===== config.mk =====
export PLATFORM = sky130hd
export DESIGN_NAME = param_reg_file
export DESIGN_NICKNAME = d
export VERILOG_FILES = /design/src/rtl/param_reg_file.sv
export SDC_FILE = /design/constraint.sdc
export NUM_CORES = 1
export LEC_CHECK = 0
export ABC_AREA = 1
export ABC_CLOCK_PERIOD_IN_PS = 2000
export CAP_MARGIN = 20
export CORE_UTILIZATION = 35
export DETAILED_ROUTE_END_ITERATION = 16
export GPL_TIMING_DRIVEN = 1
export PLACE_DENSITY = 0.63
export SKIP_CTS_REPAIR_TIMING = 1
export SYNTH_ARGS = -nofsm -noshare
export SYNTH_HDL_FRONTEND = slang
export SYNTH_SLANG_ARGS = --single-unit

===== constraint.sdc =====
create_clock -name clk -period 2 [get_ports clk]
set_input_delay 0.2 -clock clk [delete_from_list [all_inputs] [get_ports clk]]
set_output_delay 0.2 -clock clk [all_outputs]
set_load 0.05 [all_outputs]

===== src/rtl/param_reg_file.sv =====
// Parametrised register file with per-register clear/load/inc/dec, sticky wrap flags
// and two registered write-through read ports.
module param_reg_file #(
   parameter int              WIDTH     = 8,
   parameter int              NUM_REGS  = 8,
   parameter int              SEL_W     = 3,
   parameter bit              SATURATE  = 1'b0,
   parameter logic [WIDTH-1:0] RESET_VAL = '0
) (
   input  logic                clk,
   input  logic                rst,
   input  logic                Enable,
   input  logic [WIDTH-1:0]    I,
   input  logic [1:0]          FunSel,
   input  logic [NUM_REGS-1:0] RSel,
   input  logic [SEL_W-1:0]    O1Sel,
   input  logic [SEL_W-1:0]    O2Sel,
   output logic [WIDTH-1:0]    O1,
   output logic [WIDTH-1:0]    O2,
   output logic [NUM_REGS-1:0] WrapFlags
);

   typedef enum logic [1:0] {
      FS_CLEAR = 2'b00,
      FS_LOAD  = 2'b01,
      FS_DEC   = 2'b10,
      FS_INC   = 2'b11
   } fun_sel_e;

   localparam logic [WIDTH-1:0] MAX_VAL = '1;
   localparam logic [WIDTH-1:0] MIN_VAL = '0;

   logic [WIDTH-1:0]    regs      [NUM_REGS];
   logic [WIDTH-1:0]    regs_next [NUM_REGS];
   logic [NUM_REGS-1:0] flags_next;
   logic [WIDTH-1:0]    rd1_next;
   logic [WIDTH-1:0]    rd2_next;
   fun_sel_e            fun_sel;

   assign fun_sel = fun_sel_e'(FunSel);

   // Next state of every register and flag, computed once and shared by the
   // register update and the write-through read ports.
   always_comb begin
      // NOTE: every output of this block is given a default before any branch,
      // so no path leaves a value unassigned and no latch is inferred.
      flags_next = WrapFlags;
      for (int k = 0; k < NUM_REGS; k++) begin
         regs_next[k] = regs[k];
         if (Enable && RSel[k]) begin
            unique case (fun_sel)
               FS_CLEAR: begin
                  regs_next[k]  = RESET_VAL;
                  flags_next[k] = 1'b0;
               end
               FS_LOAD: begin
                  regs_next[k]  = I;
                  flags_next[k] = 1'b0;
               end
               FS_DEC: begin
                  if (regs[k] == MIN_VAL) begin
                     regs_next[k]  = SATURATE ? MIN_VAL : MAX_VAL;
                     flags_next[k] = 1'b1;
                  end else begin
                     regs_next[k] = regs[k] - WIDTH'(1);
                  end
               end
               FS_INC: begin
                  if (regs[k] == MAX_VAL) begin
                     regs_next[k]  = SATURATE ? MAX_VAL : MIN_VAL;
                     flags_next[k] = 1'b1;
                  end else begin
                     regs_next[k] = regs[k] + WIDTH'(1);
                  end
               end
               default: ;
            endcase
         end
      end
   end

   // Index match over the implemented registers only: a select beyond
   // NUM_REGS-1 matches nothing and the port reads zero.
   always_comb begin
      rd1_next = '0;
      rd2_next = '0;
      for (int k = 0; k < NUM_REGS; k++) begin
         if (O1Sel == SEL_W'(k)) rd1_next = regs_next[k];
         if (O2Sel == SEL_W'(k)) rd2_next = regs_next[k];
      end
   end

   always_ff @(posedge clk) begin
      // NOTE: the register array is reset explicitly; it is a small bank of
      // flops, not a RAM, and downstream logic relies on no X after reset.
      if (rst) begin
         for (int k = 0; k < NUM_REGS; k++) regs[k] <= RESET_VAL;
         WrapFlags <= '0;
         O1        <= RESET_VAL;
         O2        <= RESET_VAL;
      end else begin
         // NOTE: non-blocking assignments keep every flop sampling pre-edge values.
         for (int k = 0; k < NUM_REGS; k++) regs[k] <= regs_next[k];
         WrapFlags <= flags_next;
         O1        <= rd1_next;
         O2        <= rd2_next;
      end
   end

endmodule

==> out/summary.md <==
The startpoint type of the worst setup path was a register. In this run, distinct cell masters in the synthesized netlist total 40. For the final routed database, the setup TNS stands at 0 ns.

Data on the critical path arrives at its endpoint at 2.26 ns. The number of global-route vias before repair is 8784. During I/O placement, the number of pins put on the boundary was 51.

The finished cells cover 11100 um2. Sequential fraction of the synthesis area: 23.1%. The die is 150 um tall. The tools report the net count of the finished layout as 1647. The worst setup path is captured at a register.

The run gives 0.005 ns as the setup slack of the worst register-to-register path. Across the routed clock network, the largest skew measured is 0.0104 ns. The average instance in the mapped netlist occupies 5.63 um2. For this block, the via count after detailed routing is 9817.

For this run, the top clock speed supported by timing is 501 MHz. The final worst hold slack is 0.365 ns, and the number of DRC markers after the initial detailed-route iteration is 849. The proportion of netlist area held by the largest area contributor is 23.1%. Global routing finished with a remaining overflow of 0.

The tree built by TritonCTS fans out to 88 sinks. For the worst-skew pair, the clock arrives at the later sink with an insertion delay of 0.36 ns. The total CTS buffers came out at 9. The post-route clock period utilization was 99.8%.

The count of final max-slew check failures is 0, and the met1 wire length is 13800 um. The data required time of the worst path was 2.27 ns; the H-tree depth was 3. The congestion estimate from routability-driven global placement came to 0.947. Max-cap violations in this run came to 0.

In this run the worst path has a maximum fanout of 4. The number of buffers on the longest clock path is 2, and the half-perimeter wire length after detailed placement is 23300 um. After synthesis, the share of flip-flops with an asynchronous set or reset is 0%.

The number of storage elements in the synthesis netlist works out to 88. The most critical setup path has its startpoint at regs[0][8]. The top layer used by detailed routing is met4.

The pin count of the biggest net entering global routing is 36. The residual antenna-violating net count after detailed routing is 0. For this run, the number of Yosys warnings is 0. The startpoint identified for the worst hold timing path is FunSel[1].

Initial antenna violation count: 0. The length of the first detailed-routing pass in iterations was 5; the average wire length per cell after detail routing was 16.4 um. Summed over all nets, wire length on met3 after detailed routing comes to 2320 um. Counting flops with a built-in enable in the synthesized netlist gives 0. The routed design uses 13800 um of met2 wire. The total leakage power came out at 5.31 nW. Compared with the post-synthesis result, the final layout area differs by 45.5%. Summing every instance area after synthesis gives 7640 um2. The first global-routing pass estimated 46400 um of wire.

In this run the horizontal extent of the chip is 150 um. In this run the clock root is driven by a sky130_fd_sc_hd__clkbuf_16. The class of the worst hold path was in -> reg. For the post-synthesis instance total, the log shows 1357. The leading register cell type out of synthesis was sky130_fd_sc_hd__dfxtp_1. After clock tree synthesis, the clock-pin slew on the worst setup and hold paths is 0.07 ns. The worst register-to-register path begins at regs[0][8]. The run gives 30800 um as the final routed wirelength across all metal layers. The worst setup path is of the reg -> reg kind. The area enclosed by the die boundary is 22400 um2.

Ranked by total cell area, the synthesized netlist is headed by sky130_fd_sc_hd__dfxtp_1 23%, sky130_fd_sc_hd__nand2_1 21%, sky130_fd_sc_hd__nand3_1 8.9%. Once the floorplan was initialized, standard cells occupied 36.0% of the core. Global routing used 27.1% of the available tracks across all layers.

The floorplan has 53 rows. Counting every net in the synthesized netlist gives 1408. TritonCTS built the clock tree. Summed over all instances, the cell type with the most area after synthesis is sky130_fd_sc_hd__dfxtp_1.

The minimum clock period after layout came out at 2.00 ns. The power per standard cell area was 554 nW/um2. Setup repair after global routing could not meet its margin everywhere. In the routed design, unresolved DRC markers number 0. The tools report the worst-case headroom to the max-slew limit as 19.8%.

Using the TritonRoute via totals, the vias-per-cell ratio works out to 5.23. The number of hold violations in the final report is 0, and the maximum ir drop on the vdd rail is 394 uV. The share of final-layout standard cells stronger than drive strength 1 works out to 29.9%. Setup violation total in the final timing report: 0. The placed cell area was 9960 um2; the number of input and output port buffers inserted was 50. For the pin with the worst max-slew slack, the measured transition is 1.19 ns. The flow ran to the end, and the final reports show no timing, DRC or antenna violations. The floorplan step defined a core boundary enclosing 21200 um2.
## cell type report
type / instances / area [um2]
Tap cell: 275 / 344
Fill cell: 2165 / 10100
Inverter: 180 / 687
Antenna cell: 1 / 2.50
Clock buffer: 9 / 225
Multi-Input combinational cell: 1050 / 5630
Clock inverter: 7 / 103
Sequential cell: 88 / 1820
Timing Repair Buffer: 267 / 2300
## logic make-up after synthesis
logic type      Yosys count  synth area share [%]
flops                    88                  23.1
compound gates          206                  14.9
xor+xnor                 15                  1.72
buf+inv                 219                  11.4
fa+ha+maj                24                  3.93
simple gates            805                  45.0
## stage by stage
step	util [%]	worst slack, ns	instances	total power [W]
6_report	52.4	0.00475	1877	0.00615
3_3_place_gp	46.9	-0.370	1847	0.00399
2_1_floorplan	-	0.315	1357	0.00313
4_1_cts	48.5	-0.109	1863	0.00595
3_5_place_dp	46.9	-0.402	1847	0.00399
5_1_grt	52.4	-0.0901	1876	0.00645
## final timing paths
kind / end / cells past startpoint
worst max-delay path: O1[3] / 17
worst max register to register: O1[3] / 17
worst min-delay path: WrapFlags[2] / 4
worst min register to register: WrapFlags[1] / 2
## Yosys cell counts, types with 3 or more instances
master and instances:
sky130_fd_sc_hd__nand2_1 436, sky130_fd_sc_hd__a21oi_2 4, sky130_fd_sc_hd__inv_2 23, sky130_fd_sc_hd__nand4_1 35
sky130_fd_sc_hd__o21ai_1 57, sky130_fd_sc_hd__nor2_2 11, sky130_fd_sc_hd__nand2_2 6, sky130_fd_sc_hd__o2111ai_1 4
sky130_fd_sc_hd__o211ai_1 19, sky130_fd_sc_hd__buf_2 24, sky130_fd_sc_hd__nor2_1 138, sky130_fd_sc_hd__o21bai_1 3
sky130_fd_sc_hd__dfxtp_1 88, sky130_fd_sc_hd__nand3_1 136, sky130_fd_sc_hd__clkbuf_1 11, sky130_fd_sc_hd__o31ai_1 3
sky130_fd_sc_hd__ha_1 24, sky130_fd_sc_hd__a31oi_1 5, sky130_fd_sc_hd__nor3_2 3, sky130_fd_sc_hd__or2_2 9
sky130_fd_sc_hd__nor3_1 23, sky130_fd_sc_hd__inv_1 155, sky130_fd_sc_hd__o21ai_0 37, sky130_fd_sc_hd__a21oi_1 71
sky130_fd_sc_hd__xnor2_1 4, sky130_fd_sc_hd__xor2_1 11
## per-layer routing
layer | global-route usage, % | vias up
met3 | 5.88 | 61
li1 | - | 4866
met4 | 8.54 | 0
met1 | 37.0 | 4492
met5 | 0 | -
met2 | 42.3 | 398
## cells in the final DEF, fill, tap and decap left out, types with 12 or more instances in the layout
cell                              count
sky130_fd_sc_hd__inv_1              136
sky130_fd_sc_hd__nor2_4              12
sky130_fd_sc_hd__clkdlybuf4s50_1     47
sky130_fd_sc_hd__nand2_1            392
sky130_fd_sc_hd__o21ai_1             50
sky130_fd_sc_hd__o21ai_2             13
sky130_fd_sc_hd__dfxtp_1             55
sky130_fd_sc_hd__nand3_2             24
sky130_fd_sc_hd__buf_4              197
sky130_fd_sc_hd__inv_2               40
sky130_fd_sc_hd__nor3_1              22
sky130_fd_sc_hd__dfxtp_2             26
sky130_fd_sc_hd__a21oi_1             65
sky130_fd_sc_hd__o211ai_1            19
sky130_fd_sc_hd__nor2_1             111
sky130_fd_sc_hd__nor2_2              27
sky130_fd_sc_hd__nand4_1             35
sky130_fd_sc_hd__nand3_1            112
sky130_fd_sc_hd__o21ai_0             29
sky130_fd_sc_hd__nand2_2             43
## sequential cells by signal, indices dropped and copies added (netlist names)
signal / flops
O2: 8
WrapFlags: 8
regs: 64
O1: 8
## power breakdown
part | total (W) | switching, W | internal [W]
Clock | 0.00195 | 0.000844 | 0.00111
Sequential | 0.00196 | 0.000114 | 0.00185
Combinational | 0.00223 | 0.00132 | 0.000911
## critical path, cell delays in order (launching register included)
cell,delay (ns)
sky130_fd_sc_hd__dfxtp_2,0.36
sky130_fd_sc_hd__inv_2,0.06
sky130_fd_sc_hd__buf_6,0.13
sky130_fd_sc_hd__buf_6,0.11
sky130_fd_sc_hd__nand2_4,0.07
sky130_fd_sc_hd__inv_4,0.04
sky130_fd_sc_hd__nand2_2,0.04
sky130_fd_sc_hd__nand2_1,0.05
sky130_fd_sc_hd__o21ai_1,0.13
sky130_fd_sc_hd__nand3_1,0.11
sky130_fd_sc_hd__nand2_2,0.11
sky130_fd_sc_hd__nand2_4,0.08
sky130_fd_sc_hd__nand2_2,0.07
sky130_fd_sc_hd__nand3_2,0.07
sky130_fd_sc_hd__nor2_2,0.15
sky130_fd_sc_hd__nand4_1,0.17
sky130_fd_sc_hd__nand2_1,0.11
sky130_fd_sc_hd__inv_1,0.04
Power figures use the tool's default switching activity.
